`config.mk`:
```
export PLATFORM = sky130hd
export DESIGN_NAME = counter_bank
export DESIGN_NICKNAME = d
export VERILOG_FILES = /design/src/rtl/counter_bank.sv
export SDC_FILE = /design/constraint.sdc
export NUM_CORES = 1
export LEC_CHECK = 0
export BUFFER_PORTS_ARGS = -buffer_cell sky130_fd_sc_hd__buf_4
export CORE_ASPECT_RATIO = 1.5
export CORE_MARGIN = 10
export CORE_UTILIZATION = 45
export DETAILED_ROUTE_END_ITERATION = 8
export PLACE_DENSITY = 0.79
export SETUP_SLACK_MARGIN = 0.2
export SLEW_MARGIN = 5
export SYNTH_ARGS = -nofsm -noshare
export SYNTH_HDL_FRONTEND = slang
export SYNTH_SLANG_ARGS = --single-unit
```
`constraint.sdc`:
```
create_clock -name clk -period 3 [get_ports clk]
set_input_delay 0.3 -clock clk [delete_from_list [all_inputs] [get_ports clk]]
set_output_delay 0.3 -clock clk [all_outputs]
set_load 0.02 [all_outputs]
```
`src/rtl/counter_bank.sv`:
```
// counter_bank: a bank of NUM_CH independent up/down event counters that share one
// runtime-programmable limit register. Each channel either saturates (WRAP = 0) or
// wraps (WRAP = 1) at the bounds 0 and limit. Each channel also drives a flag
// (count >= limit) and a registered terminal-count pulse.
// Optional feature: define COUNTER_BANK_OVF_EN to add the sticky per-channel ovf output.
module counter_bank #(
    parameter int NUM_CH  = 4,
    parameter int WIDTH   = 8,
    parameter int MAX_NUM = 100,
    parameter int WRAP    = 0
) (
    input  logic                      clk,
    input  logic                      rst_n,
    input  logic                      cfg_we,
    input  logic [WIDTH-1:0]          cfg_limit,
    input  logic [NUM_CH-1:0]         clean,
    input  logic [NUM_CH-1:0]         load,
    input  logic [NUM_CH*WIDTH-1:0]   load_val,
    input  logic [NUM_CH-1:0]         en,
    input  logic [NUM_CH-1:0]         dir,
    output logic [NUM_CH*WIDTH-1:0]   count,
    output logic [NUM_CH-1:0]         flag,
    output logic [NUM_CH-1:0]         tc,
    output logic                      all_flag
`ifdef COUNTER_BANK_OVF_EN
    ,
    output logic [NUM_CH-1:0]         ovf
`endif
);

    logic [WIDTH-1:0]  limit_q;
    logic [WIDTH-1:0]  limit_d;
    logic [WIDTH-1:0]  count_q [NUM_CH];
    logic [WIDTH-1:0]  count_d [NUM_CH];
    logic [NUM_CH-1:0] tc_q;
    logic [NUM_CH-1:0] tc_d;
`ifdef COUNTER_BANK_OVF_EN
    logic [NUM_CH-1:0] ovf_q;
    logic [NUM_CH-1:0] ovf_d;
`endif

    // Next-state for the limit and every channel; channel updates compare against the current limit
    always_comb begin
        limit_d = cfg_we ? cfg_limit : limit_q;
        tc_d    = '0;
`ifdef COUNTER_BANK_OVF_EN
        ovf_d   = ovf_q;
`endif
        for (int i = 0; i < NUM_CH; i++) begin
            count_d[i] = count_q[i];
            if (clean[i]) begin
                count_d[i] = '0;
`ifdef COUNTER_BANK_OVF_EN
                ovf_d[i] = 1'b0;
`endif
            end else if (load[i]) begin
                count_d[i] = load_val[i*WIDTH +: WIDTH];
            end else if (en[i]) begin
                if (dir[i]) begin
                    if (count_q[i] < limit_q) begin
                        count_d[i] = count_q[i] + WIDTH'(1);
                        tc_d[i]    = (count_d[i] == limit_q);
                    end else begin
                        count_d[i] = (WRAP != 0) ? '0 : limit_q;
`ifdef COUNTER_BANK_OVF_EN
                        ovf_d[i] = 1'b1;
`endif
                    end
                end else begin
                    if (count_q[i] > limit_q) begin
                        count_d[i] = limit_q;
                    end else if (count_q[i] != '0) begin
                        count_d[i] = count_q[i] - WIDTH'(1);
                    end else begin
                        count_d[i] = (WRAP != 0) ? limit_q : '0;
`ifdef COUNTER_BANK_OVF_EN
                        ovf_d[i] = 1'b1;
`endif
                    end
                end
            end
        end
    end

    // State registers; reset restores the default limit and clears all channels
    always_ff @(posedge clk or negedge rst_n) begin
        if (!rst_n) begin
            limit_q <= WIDTH'(MAX_NUM);
            tc_q    <= '0;
            for (int i = 0; i < NUM_CH; i++) begin
                count_q[i] <= '0;
            end
        end else begin
            limit_q <= limit_d;
            tc_q    <= tc_d;
            for (int i = 0; i < NUM_CH; i++) begin
                count_q[i] <= count_d[i];
            end
        end
    end

`ifdef COUNTER_BANK_OVF_EN
    // Sticky overflow register, cleared only by clean or reset
    always_ff @(posedge clk or negedge rst_n) begin
        if (!rst_n) begin
            ovf_q <= '0;
        end else begin
            ovf_q <= ovf_d;
        end
    end

    assign ovf = ovf_q;
`endif

    // Output packing and flag comparison straight from the registers
    always_comb begin
        count = '0;
        flag  = '0;
        for (int i = 0; i < NUM_CH; i++) begin
            count[i*WIDTH +: WIDTH] = count_q[i];
            flag[i]                 = (count_q[i] >= limit_q);
        end
    end

    assign tc       = tc_q;
    assign all_flag = &flag;

endmodule

```
==> impl_summary.md, run 1 <==
Floorplanning
The initial utilization of the core area, before any placement, comes to 0.457. Measured along the x axis, the die boundary spans ~110 µm. The total area inside the core boundary comes to 11500 µm². The chip height is about 150 µm.

The overall die area is about 16000 µm². In this run the count of I/O pins placed on the die edge is 100. The standard-cell row count is 48.

Cells and area
The post-route cell area is approximately 6400 µm². Fill cells in the final layout number ~1100. In the layout the commonest cells are sky130_fd_sc_hd__buf_4 (135), sky130_fd_sc_hd__nor2_1 (60), sky130_fd_sc_hd__nand2_1 (59). The area growth from synthesis to layout is 22.6%. The share of final-layout standard cells stronger than drive strength 1 is 0.235. The area used by multi-input combinational logic is approximately 3800 µm². For this run, the post-layout net count is approximately 900. The library cell used most frequently in the layout, excluding fill and tap cells, is sky130_fd_sc_hd__buf_4.

The sequential cells in the finished layout cover a total of around 1100 µm². The number of diodes added for antenna fixing is 0.

Clock network
The clock-pin slew on the worst setup and hold paths is roughly 0.07 ns. TritonCTS built the clock tree. The number of buffers added by the clock tree synthesis step is 5.

The root buffer cell chosen for the clock tree is sky130_fd_sc_hd__clkbuf_16. Buffers inserted to repair hold after CTS numbered 0. CTS saw 44 sinks. The clock latency reported for the late side of the worst-skew pair is ~0.30 ns.

The clock passes through at most 2 buffers. The H-tree generated during clock tree synthesis spans 2 levels.

Synth
The portion of synthesized cell area occupied by the leading cell type is 0.196. The adder-cell area share of the yosys netlist is 0.105. The count of flip-flops with a built-in enable after synthesis is 0.

Of the total synthesized cell area, the portion taken by XOR and XNOR cells is 0.103. Sorting the synthesized cells by area gives the leading types as sky130_fd_sc_hd__dfrtp_1 (20%), sky130_fd_sc_hd__ha_1 (10%), sky130_fd_sc_hd__xnor2_1 (7.7%), sky130_fd_sc_hd__a21oi_1 (4.7%), sky130_fd_sc_hd__nor2_1 (4.4%). The compound-cell area share of the yosys netlist is 0.228. Of the post-synthesis cell area, the part taken by muxes is 0.0374. The combinational family with the most area after synthesis is simple AND/OR/NAND/NOR gates.

For this run, the register share of the synthesized area comes to 0.211. The library cell occupying the most area in the post-synthesis netlist is sky130_fd_sc_hd__dfrtp_1. The synthesized instance count is 680. The number of warnings printed during yosys synthesis is 0. Counting every net in the synthesized netlist gives between 700 and 800. Of the total synthesized cell area, the portion taken by AND, OR, NAND and NOR gates is 0.252. A synthesized cell averages 7.72 µm². Yosys mapped the design onto 78 distinct sky130hd cell types. The cell area after synthesis is around 5200 µm².

Of all flip-flops after synthesis, the portion carrying an async set or reset was 1.00. The total of flip-flops plus latches after synthesis is between 40 and 50. In the synthesized netlist the dominant register cell turns out to be sky130_fd_sc_hd__dfrtp_1.

Setup path
The startpoint of the worst register-to-register path is limit_q[6]$_DFFE_PN1P_. The critical path endpoint category is a register. Data arrives at the worst endpoint at roughly 3 ns. STA puts the critical path data required time at ~3.2 ns. The startpoint kind of the worst setup timing path is a register.

The reg2reg setup slack is approximately 0.23 ns. The endpoint of the lowest-slack register-to-register path is count[20]$_DFFE_PN0P_. The maximum fanout along the worst path is 6. The critical path is of the register to register type. For the worst flop-to-flop path, the logic depth is 9.

Routing
The overall routed net length is between 15000 and 20000 µm. The total DRC errors in the routed layout is 0. Once detail routing completed, the nets flagged for antenna violations numbered 0. In the final routed layout, each cell accounts on average for about 19 µm. The number of detailed-routing iterations run before antenna repair is 5. The vias per cell is approximately 6.2.

The total vias in the final route is roughly 5700. The DRC marker count from the first detailed-route iteration is around 380.

Timing
The post-route minimum period is between 2 and 3 ns. For the pin with the worst max-slew slack, the measured transition is about 0.61 ns. The setup clock skew after layout is between 0.005 and 0.006 ns.

Static timing analysis puts the maximum clock frequency at approximately 0.36 GHz. Setup violations remaining at the end of the flow were counted as 0. The hold violation total from the final report is 0. The worst pin sits at a relative slew slack of 0.593.

In the final timing run, aggregate negative setup slack is 0 ns. Setup repair after global routing could not meet its margin everywhere. Hold timing on the final database bottoms out at a slack of between 0.015 and 0.02 ns. The part of the cycle the worst path needs is 0.924. The max-slew violation count is 0.

Place
The global placer's final weighted congestion is just under 1. The placed standard-cell area is 6180 µm². Buffers placed on the I/O ports in this run total 99. The half-perimeter wire length of the detailed placement result is 13600 µm.

Global routing
Entering global routing, the biggest net connects 45 pins. The via count of the first global-routing pass is between 5000 and 6000. For this run, the total global-route usage over all layers was measured as 0.214.

The total congestion overflow is 0. The initial antenna violation count was 0. The first global-routing pass estimated 29000 µm of wire.

Power
The power per cell area is roughly 440 nW/µm². Across the VDD grid, the largest voltage drop is around 0.24 mV. For this design the static power due to leakage is around 2.9 nW.

Min path
The kind of path behind the tightest hold check is input pin to async pin.

Run
The max capacitance violation total is 0.

Run status
The run finished with clean final reports.
sequential cells by signal (all words and copies together), names as in the netlist:
signal and cells:
count 32, limit_q 8, tc 4
logic make-up after synthesis:
| group | Yosys count |
|---|---|
| AO/OA/AOI/OAI | 179 |
| XOR/XNOR | 62 |
| flip-flops | 44 |
| buffers and inverters | 77 |
| AND/OR/NAND/NOR | 255 |
| adder cells (fa/ha/maj) | 44 |
| multiplexers | 19 |
worst max-delay path by stage:
stage / cells after the start / start / slack (ns) / end
finish: 9 / limit_q[6]$_DFFE_PN1P_ / 0.23 / count[20]$_DFFE_PN0P_
global route: 10 / limit_q[1]$_DFFE_PN0P_ / 0.08 / all_flag
CTS: 10 / limit_q[1]$_DFFE_PN0P_ / 0.25 / all_flag
detailed placement: 8 / limit_q[5]$_DFFE_PN1P_ / 0.21 / count[20]$_DFFE_PN0P_
global placement: 8 / limit_q[5]$_DFFE_PN1P_ / 0.34 / count[20]$_DFFE_PN0P_
floorplan: 9 / limit_q[6]$_DFFE_PN1P_ / 0.21 / all_flag
where the power goes:
part	switching [mW]	internal, mW	total [mW]
combinational	0.835	0.626	1.46
clock	0.259	0.393	0.651
sequential	0.0977	0.650	0.747
cells in the mapped netlist (all sizes together), types with 7 or more instances:
master	number
nor2	62
nand2	59
a21oi	50
xnor2	46
ha	44
dfrtp	41
o21ai	40
clkbuf	37
nor3	30
inv	29
nand3	22
xor2	16
mux2i	14
nor4	12
nand4	11
o211ai	10
and3	9
buf	9
o31ai	9
nor3b	8
o21a	8
a31oi	7
stage by stage:
step / util / worst slack (ns) / power (mW) / instances
3_3_place_gp: 0.539 / 0.339 / 2.14 / 913
4_1_cts: 0.558 / 0.246 / 2.83 / 925
5_1_grt: 0.561 / 0.0816 / 3.03 / 928
2_1_floorplan: - / 0.209 / 1.68 / 680
3_5_place_dp: 0.539 / 0.210 / 2.16 / 913
6_report: 0.561 / 0.227 / 2.86 / 928
cell type report:
type | count | share of cell area
multi-input cells | 559 | 0.596
flip-flops and latches | 44 | 0.172
repair buffers | 136 | 0.158
well taps | 150 | 0.0292
clock buffers | 6 | 0.0200
inverters | 31 | 0.0194
clock inverters | 2 | 0.00545
per-layer routing:
| metal | vias to the layer above | routed length [µm] | track usage |
|---|---|---|---|
| met2 | 312 | 8930 | 0.356 |
| met5 | - | 0 | 0 |
| li1 | 2681 | - | - |
| met3 | 61 | 1290 | 0.0398 |
| met1 | 2690 | 6790 | 0.244 |
| met4 | 0 | 922 | 0.126 |
worst max-delay path, stage by stage (launching register included):
cell	delay, ns
sky130_fd_sc_hd__dfstp_2	0.56
sky130_fd_sc_hd__clkinvlp_4	0.16
sky130_fd_sc_hd__ha_1	0.34
sky130_fd_sc_hd__and4_4	0.23
sky130_fd_sc_hd__o2111a_2	0.21
sky130_fd_sc_hd__nor3_4	0.05
sky130_fd_sc_hd__buf_4	0.17
sky130_fd_sc_hd__and2_2	0.23
sky130_fd_sc_hd__a221o_1	0.35
sky130_fd_sc_hd__a2111oi_2	0.36
timing repair:
item	CTS	global route
endpoints found under the setup margin	3	10
setup buffers	4	3
pin swaps	1	0
gates resized for setup	5	5
Power figures use the tool's default switching activity.
==> run 2: changes to the inputs <==
--- a/config.mk
+++ b/config.mk
@@ -10,7 +10,8 @@
 export CORE_MARGIN = 10
 export CORE_UTILIZATION = 45
 export DETAILED_ROUTE_END_ITERATION = 8
-export PLACE_DENSITY = 0.79
+export PLACE_DENSITY = 0.75
+export RECOVER_POWER = 50
 export SETUP_SLACK_MARGIN = 0.2
 export SLEW_MARGIN = 5
 export SYNTH_ARGS = -nofsm -noshare
==> run 2 against run 1 <==
Utilization increased by 0.70 points. Power fell by 0.10%. Global-route usage is 0.93 points higher. Register-to-register slack is essentially flat. Clock power shrank 9.8%. Via count increased by 1.4%. Fmax fell by 1.7%. First-iteration DRC count grew 44%. Sequential share of layout area down 0.21 points. Critical path type is now register to primary output.
==> impl_summary.md, run 2 (same netlist as run 1, synthesis figures left out) <==
Clock network
Clock latency on the worst-skew pair, taken at its later pin, is approximately 0.30 ns. The clock-pin slew on the worst setup and hold paths is roughly 0.07 ns. Clock tree synthesis inserted a total of 5 buffers. After clock tree synthesis, the flow added hold-fix buffers numbering 0. The clock tree synthesis step divided the H-tree into 2 levels. The longest clock path from root to sink contains 2 buffers.

The root buffer cell chosen for the clock tree is sky130_fd_sc_hd__clkbuf_16. The CTS sink count is 44. The clock tree from TritonCTS is done.

Cells and area
The net count of the finished layout is roughly 890. In the layout the commonest cells are sky130_fd_sc_hd__buf_4 (130), sky130_fd_sc_hd__nand2_1 (59), sky130_fd_sc_hd__nor2_1 (59). The area growth from synthesis to layout is 24.1%.

The most common library cell in the layout ignoring fill and taps is sky130_fd_sc_hd__buf_4. The share of final-layout standard cells stronger than drive strength 1 is 0.234. The area used by multi-input combinational logic is a little under 4000 µm². The post-layout utilization of the core is 0.568. The number of filler instances in the final layout is approximately 1100.

Across the whole layout, storage elements account for about 1100 µm². 0 antenna diodes ended up in the layout. The finished cells cover 6510 µm². The flip-flop count of the largest register, all copies and words added is 32.

Setup path
Walking the worst path, the cells encountered are inv_4 > ha_1 > o211ai_1 > a21oi_2 > nor2_1 > o21ai_2 > and4_2 > buf_4. Counting cells, the worst reg-to-reg path comes to 8. The startpoint-to-endpoint class of the critical path is register to primary output. The worst setup path is launched from a register.

The critical path arrival is 2.52 ns. The critical path endpoint category is a primary output. The data required time at the worst endpoint is about 2.7 ns.

The maximum fanout along the worst path is 9. For this run, the slowest stage of the critical path takes about 0.79 ns. The critical-path cell with the highest stage delay is sky130_fd_sc_hd__dfstp_1.

Timing
Measured against its own limit, the worst slew margin works out to 0.495. The hold violation total from the final report was 0. The tightest hold path in the finished design has a slack of about 0.027 ns.

The part of the cycle the worst path needs is 0.941. The post-route minimum period is between 2 and 3 ns. For this run, the top clock speed supported by timing is roughly 0.35 GHz. Setup repair after global routing could not meet its margin everywhere. The max-slew violation count is 0.

The number of setup violations in the final report is 0. The final sum of negative setup slack is 0 ns. The setup clock skew after layout is 0.00717 ns. At the pin with the least slew margin, the transition time is ~0.75 ns.

Routing
The DRC marker count from the first detailed-route iteration is ~540. For this run, design rule violations remaining after detail routing come to 0. Dividing the detail-routed wire length by the instance count gives approximately 21 µm. Detailed routing inserted a total of between 5000 and 6000 vias. The vias per cell is slightly above 6. The number of detailed-routing iterations run before antenna repair is 6. Summed over all layers, the routed wires come to roughly 19000 µm. The remaining number of nets flagged by the antenna check after routing is 0.

Min path
In this run the worst hold path is classified as input pin to async pin.

Floorplanning
The core area is 11500 µm². The floorplan has 48 rows. 100 I/O pins were placed.

The initial core utilization is 0.457. The overall die area is around 16000 µm². The chip height is around 150 µm.

The horizontal die dimension is about 110 µm.

Power
The peak supply drop is between 0.2 and 0.25 mV. The analysis attributes to cell leakage a power of roughly 2.8 nW. Power spread over the standard cell area amounts to 439 nW/µm².

Global routing
The initial antenna violation count was 0. The maximum number of pins on one net before global-route repair is between 40 and 50. For this run, the total global-route usage over all layers was measured as 0.223.

The via count of the first global-routing pass is 6004. The total congestion overflow is 0. The first global-routing pass estimated between 30000 and 40000 µm of wire.

Place
The placed standard-cell area is slightly above 6000 µm². The number of buffers added on ports is 99. Detailed placement ended at an HPWL of 14200 µm.

The congestion estimate from routability-driven global placement came to 0.992.

Run
Across the run, the number of max-cap violations was 0.

Run status
The run finished with clean final reports.
run 2: final cells by class:
| class | count | share of cell area |
|---|---|---|
| Multi-Input combinational cell | 559 | 0.602 |
| Sequential cell | 44 | 0.170 |
| Timing Repair Buffer | 144 | 0.158 |
| Tap cell | 150 | 0.0288 |
| Clock buffer | 8 | 0.0225 |
| Inverter | 31 | 0.0194 |
run 2: what timing repair did:
action                                  in CTS  in global routing
endpoints found under the setup margin       3                  6
buffers inserted                            10                 10
gates resized for setup                      6                 18
pin swaps                                    1                  8
gates cloned                                 0                  0
run 2: power by group:
| part | internal [mW] | switching (mW) |
|---|---|---|
| Clock | 0.333 | 0.253 |
| Combinational | 0.647 | 0.858 |
| Sequential | 0.649 | 0.117 |
run 2: per-stage QoR:
step	setup WS (ns)	power (mW)	instances
after floorplan	0.209	1.68	680
after global routing	0.0938	3.01	936
after detailed placement	0.132	2.16	908
after global placement	0.239	2.13	908
after CTS	0.181	2.77	926
final	0.178	2.86	936
run 2: critical path: cells and delay by family (launching register included):
| family | cells | cell delay, ns |
|---|---|---|
| adder cells (fa/ha/maj) | 1 | 0.33 |
| AO/OA/AOI/OAI | 3 | 0.45 |
| flip-flops | 1 | 0.79 |
| AND/OR/NAND/NOR | 2 | 0.36 |
| buffers and inverters | 2 | 0.29 |
run 2: metal layers:
layer,part of all wire,routed length (µm),GRT usage
met5,0,0,0
met4,0.046,892,0.131
met2,0.51,9780,0.383
met1,0.37,7010,0.246
met3,0.079,1520,0.0385
run 2: final timing paths:
path / from / to / slack [ns]
min: rst_n / count[18]$_DFFE_PN0P_ / 0.03
max: limit_q[2]$_DFFE_PN1P_ / all_flag / 0.18
max in group asynchronous: rst_n / count[30]$_DFFE_PN0P_ / 2.56
min reg2reg: limit_q[6]$_DFFE_PN1P_ / limit_q[6]$_DFFE_PN1P_ / 0.68
min in group clk: cfg_limit[7] / limit_q[7]$_DFFE_PN0P_ / 0.21
max reg2reg: limit_q[2]$_DFFE_PN1P_ / count[24]$_DFFE_PN0P_ / 0.24
